## config.mk

```make
export PLATFORM = sky130hd
export DESIGN_NAME = mux4_scanner
export DESIGN_NICKNAME = d
export VERILOG_FILES = /design/src/rtl/mux4_pkg.sv /design/src/rtl/dwell_timer.sv /design/src/rtl/mux4_scanner.sv
export SDC_FILE = /design/constraint.sdc
export NUM_CORES = 1
export LEC_CHECK = 0
export CAP_MARGIN = 10
export CORE_AREA = 5 5 57 59
export CTS_BUF_LIST = sky130_fd_sc_hd__clkbuf_16
export CTS_CLUSTER_DIAMETER = 200
export DETAILED_ROUTE_END_ITERATION = 16
export DIE_AREA = 0 0 62 64
export PLACE_DENSITY_LB_ADDON = 0.3
export SLEW_MARGIN = 25
export SYNTH_ARGS = -nofsm -noshare
export SYNTH_HDL_FRONTEND = slang
export SYNTH_SLANG_ARGS = --single-unit
```

## constraint.sdc

```tcl
create_clock -name clk -period 1.9 [get_ports clk]
set_input_delay 0.285 -clock clk [delete_from_list [all_inputs] [get_ports clk]]
set_output_delay 0.285 -clock clk [all_outputs]
set_load 0.02 [all_outputs]
```

## src/rtl/mux4_pkg.sv

```systemverilog
// rtl/mux4_pkg.sv - shared constants and state encoding for the mux4 scanner
package mux4_pkg;

  localparam int NUM_CH = 4;
  localparam int SEL_W  = 2;

  // 2'd3 is unused; the scanner treats it as illegal and recovers to ST_IDLE.
  typedef enum logic [1:0] {
    ST_IDLE = 2'd0,
    ST_SCAN = 2'd1,
    ST_DONE = 2'd2
  } scan_state_e;

endpackage

```

## src/rtl/dwell_timer.sv

```systemverilog
// rtl/dwell_timer.sv - per-channel dwell counter; tick marks the sample cycle
module dwell_timer #(
  parameter int DWELL = 2
) (
  input  logic clk,
  input  logic reset_n,
  input  logic clear,
  input  logic run,
  output logic tick
);

  logic [7:0] count;

  assign tick = run && (count == 8'(DWELL - 1));

  always_ff @(posedge clk) begin
    if (!reset_n || clear) begin
      count <= '0;
    end else if (run) begin
      count <= tick ? 8'd0 : count + 8'd1;
    end
  end

endmodule

```

## src/rtl/mux4_scanner.sv

```systemverilog
// rtl/mux4_scanner.sv - steps mux4 select through a..d and assembles a 4-bit scan word
module mux4_scanner
  import mux4_pkg::*;
#(
  parameter int DWELL = 2,
  parameter int CNT_W = 8
) (
  input  logic             clk,
  input  logic             reset_n,
  input  logic             start,
  input  logic             cont,
  input  logic             mux_out,
  output logic [SEL_W-1:0] sel,
  output logic             busy,
  output logic             done,
  output logic [3:0]       data,
  output logic             valid,
  output logic [CNT_W-1:0] scan_count
);

  scan_state_e      state_q, state_d;
  logic [SEL_W-1:0] sel_q, sel_d;
  logic [2:0]       shadow_q, shadow_d;
  logic [3:0]       data_q, data_d;
  logic             valid_q, valid_d;
  logic [CNT_W-1:0] cnt_q, cnt_d;
  logic             tick;

  dwell_timer #(.DWELL(DWELL)) u_dwell (
    .clk     (clk),
    .reset_n (reset_n),
    .clear   (state_q != ST_SCAN),
    .run     (state_q == ST_SCAN),
    .tick    (tick)
  );

  always_ff @(posedge clk) begin
    if (!reset_n) begin
      state_q  <= ST_IDLE;
      sel_q    <= '0;
      shadow_q <= '0;
      data_q   <= '0;
      valid_q  <= 1'b0;
      cnt_q    <= '0;
    end else begin
      state_q  <= state_d;
      sel_q    <= sel_d;
      shadow_q <= shadow_d;
      data_q   <= data_d;
      valid_q  <= valid_d;
      cnt_q    <= cnt_d;
    end
  end

  always_comb begin
    state_d  = state_q;
    sel_d    = sel_q;
    shadow_d = shadow_q;
    data_d   = data_q;
    valid_d  = valid_q;
    cnt_d    = cnt_q;
    case (state_q)
      ST_IDLE: begin
        sel_d = '0;
        if (start) state_d = ST_SCAN;
      end
      ST_SCAN: begin
        if (tick) begin
          case (sel_q)
            2'd0: shadow_d[0] = mux_out;
            2'd1: shadow_d[1] = mux_out;
            2'd2: shadow_d[2] = mux_out;
            default: ;
          endcase
          // Last channel goes straight into data so the word is published whole.
          if (sel_q == SEL_W'(NUM_CH - 1)) begin
            state_d = ST_DONE;
            sel_d   = '0;
            data_d  = {mux_out, shadow_q};
            valid_d = 1'b1;
            cnt_d   = cnt_q + 1'b1;
          end else begin
            sel_d = sel_q + 1'b1;
          end
        end
      end
      ST_DONE: begin
        sel_d   = '0;
        state_d = (cont || start) ? ST_SCAN : ST_IDLE;
      end
      default: begin
        state_d = ST_IDLE;
        sel_d   = '0;
      end
    endcase
  end

  assign sel        = sel_q;
  assign busy       = (state_q == ST_SCAN) || (state_q == ST_DONE);
  assign done       = (state_q == ST_DONE);
  assign data       = data_q;
  assign valid      = valid_q;
  assign scan_count = cnt_q;

endmodule

```

==> results of run 1 <==
==> logic make-up after synthesis <==
group / count (synthesis) / synth area share
AND/OR/NAND/NOR: 70 / 0.275
flip-flops: 28 / 0.415
AO/OA/AOI/OAI: 23 / 0.0945
buffers and inverters: 14 / 0.0389
adder cells (fa/ha/maj): 11 / 0.102
XOR/XNOR: 7 / 0.0454
multiplexers: 4 / 0.0296
==> critical path, stage by stage, from the launching register on <==
cell	delay [ps]
dfxtp_1	440
ha_2	270
and3_1	210
nand4_2	150
or4_1	500
a21oi_1	150
==> path summary, 6_finish.rpt <==
| path | slack, ps | endpoint | start | depth (start not counted) |
|---|---|---|---|---|
| setup reg to reg | 110 | scan_count[6] | sel[0] | 5 |
| setup / recovery | 110 | scan_count[6] | sel[0] | 5 |
| hold / removal | 450 | data[3] | data[3] | 2 |
| hold reg to reg | 450 | data[3] | data[3] | 2 |
==> placed cells by master (no fill, tap or decap), types with 4 or more instances in the layout <==
cell             synthesis  layout
nand4_1                  4       4
mux2i_1                  4       4
o21ai_0                  4       4
or4_1                    4       4
dfxtp_1                 28      28
nand2_1                 28      28
a21oi_1                 14      14
nand3_1                  4       4
nor2_1                  15      15
ha_1                    11      10
xnor2_1                  4       4
buf_4                    0       7
clkdlybuf4s50_1          0      20
inv_1                    9       9
==> through the flow <==
stage | total power, mW | cell area (µm²) | hold WS, ps | util
after floorplan | 0.688 | 1350 | 425 | -
after global placement | 0.729 | 1630 | 438 | 0.614
after detailed placement | 0.732 | 1630 | 445 | 0.614
after CTS | 1.35 | 1740 | 454 | 0.653
after global routing | 1.39 | 1740 | 488 | 0.655
final | 1.33 | 1740 | 455 | 0.655
==> layer usage <==
| metal | track usage | vias up |
|---|---|---|
| met3 | 0.0262 | 2 |
| met1 | 0.177 | 549 |
| li1 | - | 590 |
| met4 | 0.0557 | 0 |
| met2 | 0.277 | 14 |
| met5 | 0 | - |
==> where the power goes <==
part	switching [mW]	internal, mW	leakage (nW)
registers	0.00926	0.594	0.226
logic	0.0648	0.0510	0.375
clock network	0.195	0.419	0.0511
==> repair_timing <==
action                     in CTS  in global routing
hold buffers                    0                  0
gates resized for setup         0                  2
setup endpoints to repair       0                  5
==> layout make-up <==
class	count	area (µm²)
fillers	220	918
multi-input cells	115	741
flip-flops and latches	28	561
repair buffers	28	265
clock buffers	3	75.1
well taps	31	38.8
inverters	9	33.8
clock inverters	1	30.0
==> flip-flops by register name, summed over array words and instances, names as in the netlist <==
register and flops:
u_dwell.count 8, data 4, state_q 2, sel 2, scan_count 8, shadow_q 3, valid 1
==> impl_metrics.yaml, run 1 <==
die:
  ioPinCount: 22
  row_count: 19
  die-area_um2: 3970
  die_w_um: 62
  core_area_um2: 2660
  start_util: 0.508
  die_y_um: 64
logic_synthesis:
  ys.flop_type: "dfxtp_1"
  yosys-top-cells-count: "28 x dfxtp_1, 28 x nand2_1, 15 x nor2_1, 14 x a21oi_1, 11 x ha_1"
  yosysUniqueCellTypes: 27
  synth_top_area_cell: "dfxtp_1"
  synthTopCellsByArea: "dfxtp_1 41%, ha_1 10%, nand2_1 7.8%"
  yosysSeqAreaShare: 0.415
  syn_nets: 173
  synthArstFlopShare: 0
  ys_seq_elements: 28
  synth_edf_count: 0
  synth.top_cell.area_share: 0.415
  netlist_area_um2: 1350
  yosysWarnings: 0
  synth_cells: 157
  syn_avg_cell_area_um2: 8.61
sta:
  worstMarginPinSlew_ps: 381
  skew_ps: 1.87
  slew_violations: 0
  setup_violations: 0
  slew_headroom: 0.743
  rsz0062_at_grt: "no"
  fin_crit_sh: 0.940
  fin_crit_ps: 1790
  tns_ps: 0
  fmax_mhz: 560
  setup_ws_ps: 113
  hold_viol: 0
cells_and_area:
  fin_cells: 215
  nets: 201
  drive_gt1_frac: 0.0924
  area_growth_pct: 29.1
  n_antenna_cell: 0
placement:
  dp_hpwl_mm: 2.13
  placed_cells: 211
  port-buffer-count: 21
  place.gp.congestion: 0.810
  pre_cts_ws_ps: 141
route:
  drc_errors: 0
  vias_per_cell: 5.37
  drtIter0Drc: 42
  firstDrtPassIters: 4
  routed-wl-met2_mm: 1.56
  num_vias: 1155
  top_layer: "met4"
  wire_per_inst_um: 13.4
  antenna_left: 0
  wl_mm: 2.88
  dr_wl_met3_um: 87
  met1_length_mm: 1.22
grt:
  grt_pass1_vias: 1150
  grt_pass1_wl_mm: 4.84
  antenna_found_initial: 0
  grt_max_degree: 17
  grt_remaining_overflow: 0
  grt.total_usage: 0.155
clock_network:
  post-cts-setup-buffers: 0
  cts_sinks: 28
  cts_htree_levels: 1
  cts_buffer_depth: 2
  insertion_delay_ps: 260
  numCtsBuffers: 3
  cts_tree: "yes"
  path_clk_slew_ps: 70
  root_buffer: "clkbuf_16"
pwr:
  ir_drop_uv: 652
  p_leak_nw: 0.652
  powerDensity_nw_per_um2: 764
critical_path:
  required_ps: 2090
  worstPathArrival_ps: 1980
  path_class: "reg2reg"
  endpoint_kind: "flip-flop"
  cp_max_fo: 6
  cp-start-kind: "flip-flop"
hold_path:
  hp-class: "reg2reg"
outcome:
  outcome: "complete, no violations"
job:
  max-cap-violations: 0
No activity file was read; power rests on OpenSTA's default activity.
==> inputs of run 2 (changes only) <==
- CAP_MARGIN: 10 -> not set
==> results of run 2 <==
Final layout, timing and power as in run 1 (identical DEF).
